$ cat config.mk
export PLATFORM = sky130hd
export DESIGN_NAME = gray_to_bin_stream
export DESIGN_NICKNAME = d
export VERILOG_FILES = /design/src/rtl/gray_pkg.sv /design/src/rtl/gray_to_bin_stream_pipe_stage.sv /design/src/rtl/gray_to_bin_stream.sv
export SDC_FILE = /design/constraint.sdc
export NUM_CORES = 1
export LEC_CHECK = 0
export CAP_MARGIN = 10
export CORE_MARGIN = 4
export CORE_UTILIZATION = 35
export DETAILED_ROUTE_END_ITERATION = 16
export PLACE_DENSITY = 0.7
export SETUP_SLACK_MARGIN = 0.05
export SLEW_MARGIN = 20
export SYNTH_ARGS = -nofsm -noshare
export SYNTH_HDL_FRONTEND = slang
export SYNTH_SLANG_ARGS = --single-unit
export TNS_END_PERCENT = 30
$ cat constraint.sdc
create_clock -name clk -period 2 [get_ports clk]
set_input_delay 0.4 -clock clk [delete_from_list [all_inputs] [get_ports clk]]
set_output_delay 0.4 -clock clk [all_outputs]
set_load 0.02 [all_outputs]
$ cat src/rtl/gray_pkg.sv
// Shared Gray-code helpers for the Gray converters and decoders.
// Functions work at MAX_W; callers zero-extend narrower words and truncate the result.
package gray_pkg;

  localparam int DEFAULT_W = 4;
  localparam int MAX_W     = 16;

  function automatic logic [MAX_W-1:0] bin2gray(input logic [MAX_W-1:0] b);
    return b ^ (b >> 1);
  endfunction

  // A zero-extended Gray word decodes to the same zero-extended binary word.
  function automatic logic [MAX_W-1:0] gray2bin(input logic [MAX_W-1:0] g);
    logic [MAX_W-1:0] b;
    b[MAX_W-1] = g[MAX_W-1];
    for (int i = MAX_W - 2; i >= 0; i--) begin
      b[i] = b[i+1] ^ g[i];
    end
    return b;
  endfunction

  function automatic logic [4:0] popcount(input logic [MAX_W-1:0] v);
    logic [4:0] n;
    n = '0;
    for (int i = 0; i < MAX_W; i++) begin
      n = n + {4'd0, v[i]};
    end
    return n;
  endfunction

endpackage

$ cat src/rtl/gray_to_bin_stream_pipe_stage.sv
// Single valid/ready register slice; accepts whenever empty or draining.
module pipe_stage #(
  parameter int W = 8
) (
  input  logic         clk,
  input  logic         rst,
  input  logic         in_valid,
  output logic         in_ready,
  input  logic [W-1:0] in_data,
  output logic         out_valid,
  input  logic         out_ready,
  output logic [W-1:0] out_data
);

  assign in_ready = !out_valid || out_ready;

  always_ff @(posedge clk or posedge rst) begin
    if (rst) begin
      out_valid <= 1'b0;
      out_data  <= '0;
    end else if (in_ready) begin
      out_valid <= in_valid;
      if (in_valid) begin
        out_data <= in_data;
      end
    end
  end

endmodule

$ cat src/rtl/gray_to_bin_stream.sv
// Two-stage streaming Gray-to-binary decoder with step-error detection
// and a saturating step-error counter.
module gray_to_bin_stream
  import gray_pkg::*;
#(
  parameter int WIDTH = DEFAULT_W,
  parameter int CNT_W = 8
) (
  input  logic             clk,
  input  logic             rst,
  input  logic             in_valid,
  output logic             in_ready,
  input  logic [WIDTH-1:0] in_gray,
  output logic             out_valid,
  input  logic             out_ready,
  output logic [WIDTH-1:0] out_bin,
  output logic             out_step_err,
  output logic [CNT_W-1:0] err_count
);

  logic             s1_in_ready;
  logic             s1_valid;
  logic             s1_err;
  logic             s2_in_ready;
  logic [WIDTH-1:0] s1_gray;
  logic [WIDTH-1:0] s2_bin_next;
  logic [WIDTH-1:0] prev_gray;
  logic             have_prev;
  logic             step_err;
  logic             in_fire;
  logic             out_fire;

  // Hold the input closed for the whole time reset is asserted.
  assign in_ready = s1_in_ready && !rst;
  assign in_fire  = in_valid && in_ready;
  assign out_fire = out_valid && out_ready;

  assign step_err    = have_prev && (popcount(MAX_W'(in_gray ^ prev_gray)) != 5'd1);
  assign s2_bin_next = WIDTH'(gray2bin(MAX_W'(s1_gray)));

  pipe_stage #(.W(WIDTH + 1)) u_s1 (
    .clk       (clk),
    .rst       (rst),
    .in_valid  (in_valid),
    .in_ready  (s1_in_ready),
    .in_data   ({in_gray, step_err}),
    .out_valid (s1_valid),
    .out_ready (s2_in_ready),
    .out_data  ({s1_gray, s1_err})
  );

  pipe_stage #(.W(WIDTH + 1)) u_s2 (
    .clk       (clk),
    .rst       (rst),
    .in_valid  (s1_valid),
    .in_ready  (s2_in_ready),
    .in_data   ({s2_bin_next, s1_err}),
    .out_valid (out_valid),
    .out_ready (out_ready),
    .out_data  ({out_bin, out_step_err})
  );

  always_ff @(posedge clk or posedge rst) begin
    if (rst) begin
      prev_gray <= '0;
      have_prev <= 1'b0;
    end else if (in_fire) begin
      prev_gray <= in_gray;
      have_prev <= 1'b1;
    end
  end

  always_ff @(posedge clk or posedge rst) begin
    if (rst) begin
      err_count <= '0;
    end else if (out_fire && out_step_err && (err_count != {CNT_W{1'b1}})) begin
      err_count <= err_count + CNT_W'(1);
    end
  end

endmodule

==> flow_summary.html <==
<table>
<tr><th>Metric</th><th>Value</th></tr>
<tr><th colspan="2">Worst hold path</th></tr>
<tr><td>Count of cells along the worst hold path</td><td>1</td></tr>
<tr><td>Min-delay worst type</td><td>flop to flop</td></tr>
<tr><th colspan="2">Drt</th></tr>
<tr><td>Total via count after detailed routing</td><td>800</td></tr>
<tr><td>DRC violations left</td><td>0</td></tr>
<tr><td>Per-cell via count in the routed design</td><td>4.68</td></tr>
<tr><td>Sum of routed wire length over all layers</td><td>2.08 mm</td></tr>
<tr><td>Final routed wire length divided by cell count</td><td>12.1 um</td></tr>
<tr><td>DRC violation total after the first TritonRoute iteration</td><td>52</td></tr>
<tr><td>Number of optimization iterations in the first detailed-route pass</td><td>3</td></tr>
<tr><td>Count of antenna-violating nets left after detailed routing</td><td>0</td></tr>
<tr><th colspan="2">Worst setup path</th></tr>
<tr><td>Max incr delay on CP</td><td>0.53 ns</td></tr>
<tr><td>R2R depth</td><td>9</td></tr>
<tr><td>CP Data Required Time</td><td>2.22 ns</td></tr>
<tr><td>CP Data Arrival Time</td><td>2.13 ns</td></tr>
<tr><td>Nature of the critical path endpoint</td><td>flop</td></tr>
<tr><td>Critical Path Start Type</td><td>flop</td></tr>
<tr><td>Slack of the worst reg-to-reg path</td><td>0.09 ns</td></tr>
<tr><td>Bufs and invs on worst path</td><td>1</td></tr>
<tr><td>Slowest stage cell, crit path</td><td>sky130_fd_sc_hd__fa_1</td></tr>
<tr><td>Logic depth of the worst setup path including buffers</td><td>9</td></tr>
<tr><td>Startpoint-to-endpoint class of the critical path</td><td>flop to flop</td></tr>
<tr><td>Most frequent cell on the critical path</td><td>sky130_fd_sc_hd__nand2_1</td></tr>
<tr><td>Worst-path cell chain</td><td>xnor2_2, fa_1, inv_1, ha_2, ha_4, nor2_2, nand2_1, nand2_1, o21ai_1</td></tr>
<tr><td>Worst Path Max Fanout</td><td>2</td></tr>
<tr><td>Crit path max-delay family</td><td>adder cells</td></tr>
<tr><th colspan="2">Clocking</th></tr>
<tr><td>Worst skew pair latency</td><td>0.31 ns</td></tr>
<tr><td>Total CTS buffers</td><td>3</td></tr>
<tr><td>CTS Root Buffer Type</td><td>sky130_fd_sc_hd__clkbuf_4</td></tr>
<tr><td>Maximum root-to-sink buffer count</td><td>2</td></tr>
<tr><td>CTS tree</td><td>yes</td></tr>
<tr><td>Clock sink count</td><td>25</td></tr>
<tr><td>Clock Pin Slew Worst Setup and Hold Paths</td><td>0.13 ns</td></tr>
<tr><td>Number of H-tree levels</td><td>1</td></tr>
<tr><th colspan="2">Global routing</th></tr>
<tr><td>Global-route wire length before repair</td><td>3.88 mm</td></tr>
<tr><td>Initial antenna violation count</td><td>0</td></tr>
<tr><td>Maximum number of pins on one net before global-route repair</td><td>26</td></tr>
<tr><td>Residual overflow from global routing</td><td>0</td></tr>
<tr><td>Global-route total usage across every layer</td><td>0.114</td></tr>
<tr><td>Number of global-route vias before repair</td><td>866</td></tr>
<tr><th colspan="2">Pwr</th></tr>
<tr><td>Power share of the clock group</td><td>0.130</td></tr>
<tr><td>P_sw</td><td>0.604 mW</td></tr>
<tr><td>Combinational Power Share</td><td>0.428</td></tr>
<tr><td>Internal power of the cells</td><td>1.10 mW</td></tr>
<tr><td>Proportion of total power due to net switching</td><td>0.354</td></tr>
<tr><td>Worst IR Drop VDD</td><td>0.509 mV</td></tr>
<tr><td>Static leakage power</td><td>0.692 nW</td></tr>
<tr><td>Pwr dens</td><td>1080 mW/mm^2</td></tr>
<tr><td>Sequential share of power</td><td>0.442</td></tr>
<tr><th colspan="2">Floorplan</th></tr>
<tr><td>Row count</td><td>20</td></tr>
<tr><td>Count of boundary I/O pins</td><td>23</td></tr>
<tr><td>Die outline height</td><td>66.2 um</td></tr>
<tr><td>Placeable Area</td><td>0.00315 sq mm</td></tr>
<tr><td>Effective utilization at floorplan</td><td>0.377</td></tr>
<tr><td>Die Footprint</td><td>0.00439 sq mm</td></tr>
<tr><td>Horizontal die dimension</td><td>66.2 um</td></tr>
<tr><th colspan="2">Run</th></tr>
<tr><td>Max Cap Violations</td><td>0</td></tr>
<tr><th colspan="2">Timing</th></tr>
<tr><td>Fmax</td><td>524 MHz</td></tr>
<tr><td>Unrepaired setup endpoints after global routing</td><td>yes</td></tr>
<tr><td>Final hold violations</td><td>0</td></tr>
<tr><td>Worst Hold Slack</td><td>0.488 ns</td></tr>
<tr><td>Period minus WS final</td><td>1.91 ns</td></tr>
<tr><td>Post-route fraction of the period consumed by the critical path</td><td>0.955</td></tr>
<tr><td>Worst-case headroom to the max-slew limit</td><td>0.790</td></tr>
<tr><td>Pins over their slew limit</td><td>0</td></tr>
<tr><td>Final setup skew</td><td>0.00283 ns</td></tr>
<tr><td>Worst slew pin tran</td><td>0.315 ns</td></tr>
<tr><td>Crit path setup slack, layout</td><td>0.0908 ns</td></tr>
<tr><td>Final setup vio count</td><td>0</td></tr>
<tr><th colspan="2">Logic synthesis</th></tr>
<tr><td>Register bit count reported by yosys</td><td>25</td></tr>
<tr><td>Post-Syn Area per Cell</td><td>12.6 sq um</td></tr>
<tr><td>Largest cells by area after synthesis</td><td>sky130_fd_sc_hd__dfrtp_1 53%, sky130_fd_sc_hd__mux2_2 7.6%, sky130_fd_sc_hd__xnor2_1 6.6%</td></tr>
<tr><td>Count of different cell masters after synthesis</td><td>30</td></tr>
<tr><td>Warnings from Yosys</td><td>0</td></tr>
<tr><td>Area leader, netlist</td><td>sky130_fd_sc_hd__dfrtp_1</td></tr>
<tr><td>Synthesized netlist net count</td><td>106</td></tr>
<tr><td>Share of the yosys chip area belonging to registers</td><td>0.527</td></tr>
<tr><td>Summed instance area of the synthesized netlist</td><td>0.00119 sq mm</td></tr>
<tr><td>Number of instances in the synthesized netlist</td><td>94</td></tr>
<tr><td>Area share of the largest cell type after synthesis</td><td>0.527</td></tr>
<tr><th colspan="2">Placement</th></tr>
<tr><td>DP Worst Slack</td><td>-0.459 ns</td></tr>
<tr><td>HPWL after DPL</td><td>1.60 mm</td></tr>
<tr><td>Area after detailed placement</td><td>0.00152 sq mm</td></tr>
<tr><td>Number of cells after detailed placement</td><td>167</td></tr>
<tr><td>Buffers on Ports</td><td>22</td></tr>
<tr><td>Placer congestion estimate</td><td>0.820</td></tr>
<tr><th colspan="2">Final layout</th></tr>
<tr><td>Fraction of final layout cells with drive strength greater than 1</td><td>0.283</td></tr>
<tr><td>Core utilization of the finished layout</td><td>0.499</td></tr>
<tr><td>Count of non-filler cells in the finished layout</td><td>171</td></tr>
<tr><td>FF+latch area</td><td>626 sq um</td></tr>
<tr><td>Area of combinational cells with multiple inputs</td><td>591 sq um</td></tr>
<tr><td>Filler Cell Count</td><td>308</td></tr>
<tr><td>Number of nets in the layout</td><td>140</td></tr>
<tr><td>Final design instance area without fill</td><td>0.00157 sq mm</td></tr>
<tr><td>Synth-to-Final Area Change</td><td>32.5%</td></tr>
<tr><td>Number of antenna cells inserted</td><td>0</td></tr>
<tr><th colspan="2">Status</th></tr>
<tr><td>Run status</td><td>complete, no violations</td></tr>
</table>
## what timing repair did
| action | CTS | global route |
|---|---|---|
| pin swaps | 4 | 7 |
| hold endpoints to repair | 0 | 0 |
| gates cloned | 0 | 0 |
| gates resized for setup | 8 | 5 |
| hold buffers | 0 | 0 |
| setup buffers | 0 | 0 |
| setup endpoints to repair | 2 | 2 |
## synth_stat cells
library cell                 n
sky130_fd_sc_hd__dfrtp_1    25
sky130_fd_sc_hd__xnor2_1     9
sky130_fd_sc_hd__mux2_2      8
sky130_fd_sc_hd__nand2_1     8
sky130_fd_sc_hd__mux2_4      4
sky130_fd_sc_hd__nand3_1     4
sky130_fd_sc_hd__ha_1        3
sky130_fd_sc_hd__inv_1       3
sky130_fd_sc_hd__nand2b_1    3
sky130_fd_sc_hd__nor2_1      3
sky130_fd_sc_hd__o21ai_0     3
sky130_fd_sc_hd__a21oi_1     2
sky130_fd_sc_hd__xor2_1      2
sky130_fd_sc_hd__and2_1      1
sky130_fd_sc_hd__and3b_1     1
sky130_fd_sc_hd__and4_4      1
sky130_fd_sc_hd__fa_1        1
sky130_fd_sc_hd__mux2_1      1
sky130_fd_sc_hd__mux2i_1     1
sky130_fd_sc_hd__nand2_2     1
sky130_fd_sc_hd__nand2_4     1
sky130_fd_sc_hd__nand2b_4    1
sky130_fd_sc_hd__nand4_1     1
sky130_fd_sc_hd__nor2_4      1
sky130_fd_sc_hd__nor3_1      1
sky130_fd_sc_hd__nor4_1      1
sky130_fd_sc_hd__o2111ai_1   1
sky130_fd_sc_hd__o21a_1      1
sky130_fd_sc_hd__o21bai_2    1
sky130_fd_sc_hd__or2_2       1
## cell type report
cell class / instances / area share
flip-flops and latches: 25 / 0.398
multi-input cells: 66 / 0.375
repair buffers: 29 / 0.168
well taps: 44 / 0.0350
clock buffers: 4 / 0.0167
inverters: 3 / 0.00716
## power by group through the flow
stage / clock network (mW) / registers [mW] / logic (mW)
2_1_floorplan: 0 / 0.853 / 0.300
3_3_place_gp: 0 / 0.757 / 0.668
3_5_place_dp: 0 / 0.765 / 0.687
4_1_cts: 0.234 / 0.756 / 0.713
5_1_grt: 0.255 / 0.779 / 0.805
6_report: 0.222 / 0.754 / 0.731
## worst paths after layout
path	startpoint	to
worst max-delay path	prev_gray[3]	u_s1.out_data[0]
worst min-delay path	have_prev	have_prev
worst max register to register	prev_gray[3]	u_s1.out_data[0]
worst min register to register	have_prev	have_prev
max in group asynchronous	rst	err_count[4]
min in group asynchronous	rst	have_prev
## through the flow
step / TNS, ns / power, mW
after detailed placement: -0.673 / 1.45
final: 0 / 1.71
after floorplan: 0 / 1.15
after global placement: -0.628 / 1.43
after global routing: -0.00374 / 1.84
after CTS: 0 / 1.70
## logic make-up (layout without fill, tap and decap cells)
kind of cell	count (synthesis)	after routing	synth area share
buffers and inverters	3	36	0.00948
multiplexers	14	14	0.144
XOR/XNOR	11	11	0.0811
AND/OR/NAND/NOR	29	29	0.145
adder cells (fa/ha/maj)	4	4	0.0485
flip-flops	25	25	0.527
AO/OA/AOI/OAI	8	8	0.0443
## cell usage in the layout, fill, tap and decap left out, drive strengths merged, types with 3 or more instances in the layout
master and count:
dfrtp 25, clkdlybuf4s50 18, mux2 13, nand2 10, xnor2 9, buf 7
clkbuf 5, nand3 4, nand2b 4, nor2 4, inv 3, dlygate4sd2 3
o21ai 3, ha 3
## routing by layer
| layer | GRT usage | up-vias | wire, um |
|---|---|---|---|
| met1 | 0.142 | 391 | 933 |
| met2 | 0.195 | 19 | 1040 |
| met4 | 0.0152 | 0 | 0 |
| met3 | 0.0374 | 0 | 100 |
| met5 | 0 | - | 0 |
| li1 | - | 390 | - |
## registers in the layout, summed over array words and instances, names as in the netlist
name,count
u_s1.out_data,5
have_prev,1
u_s2.out_data,5
err_count,8
u_s1.out_valid,1
prev_gray,4
u_s2.out_valid,1
(Power assumes the default switching activity.)
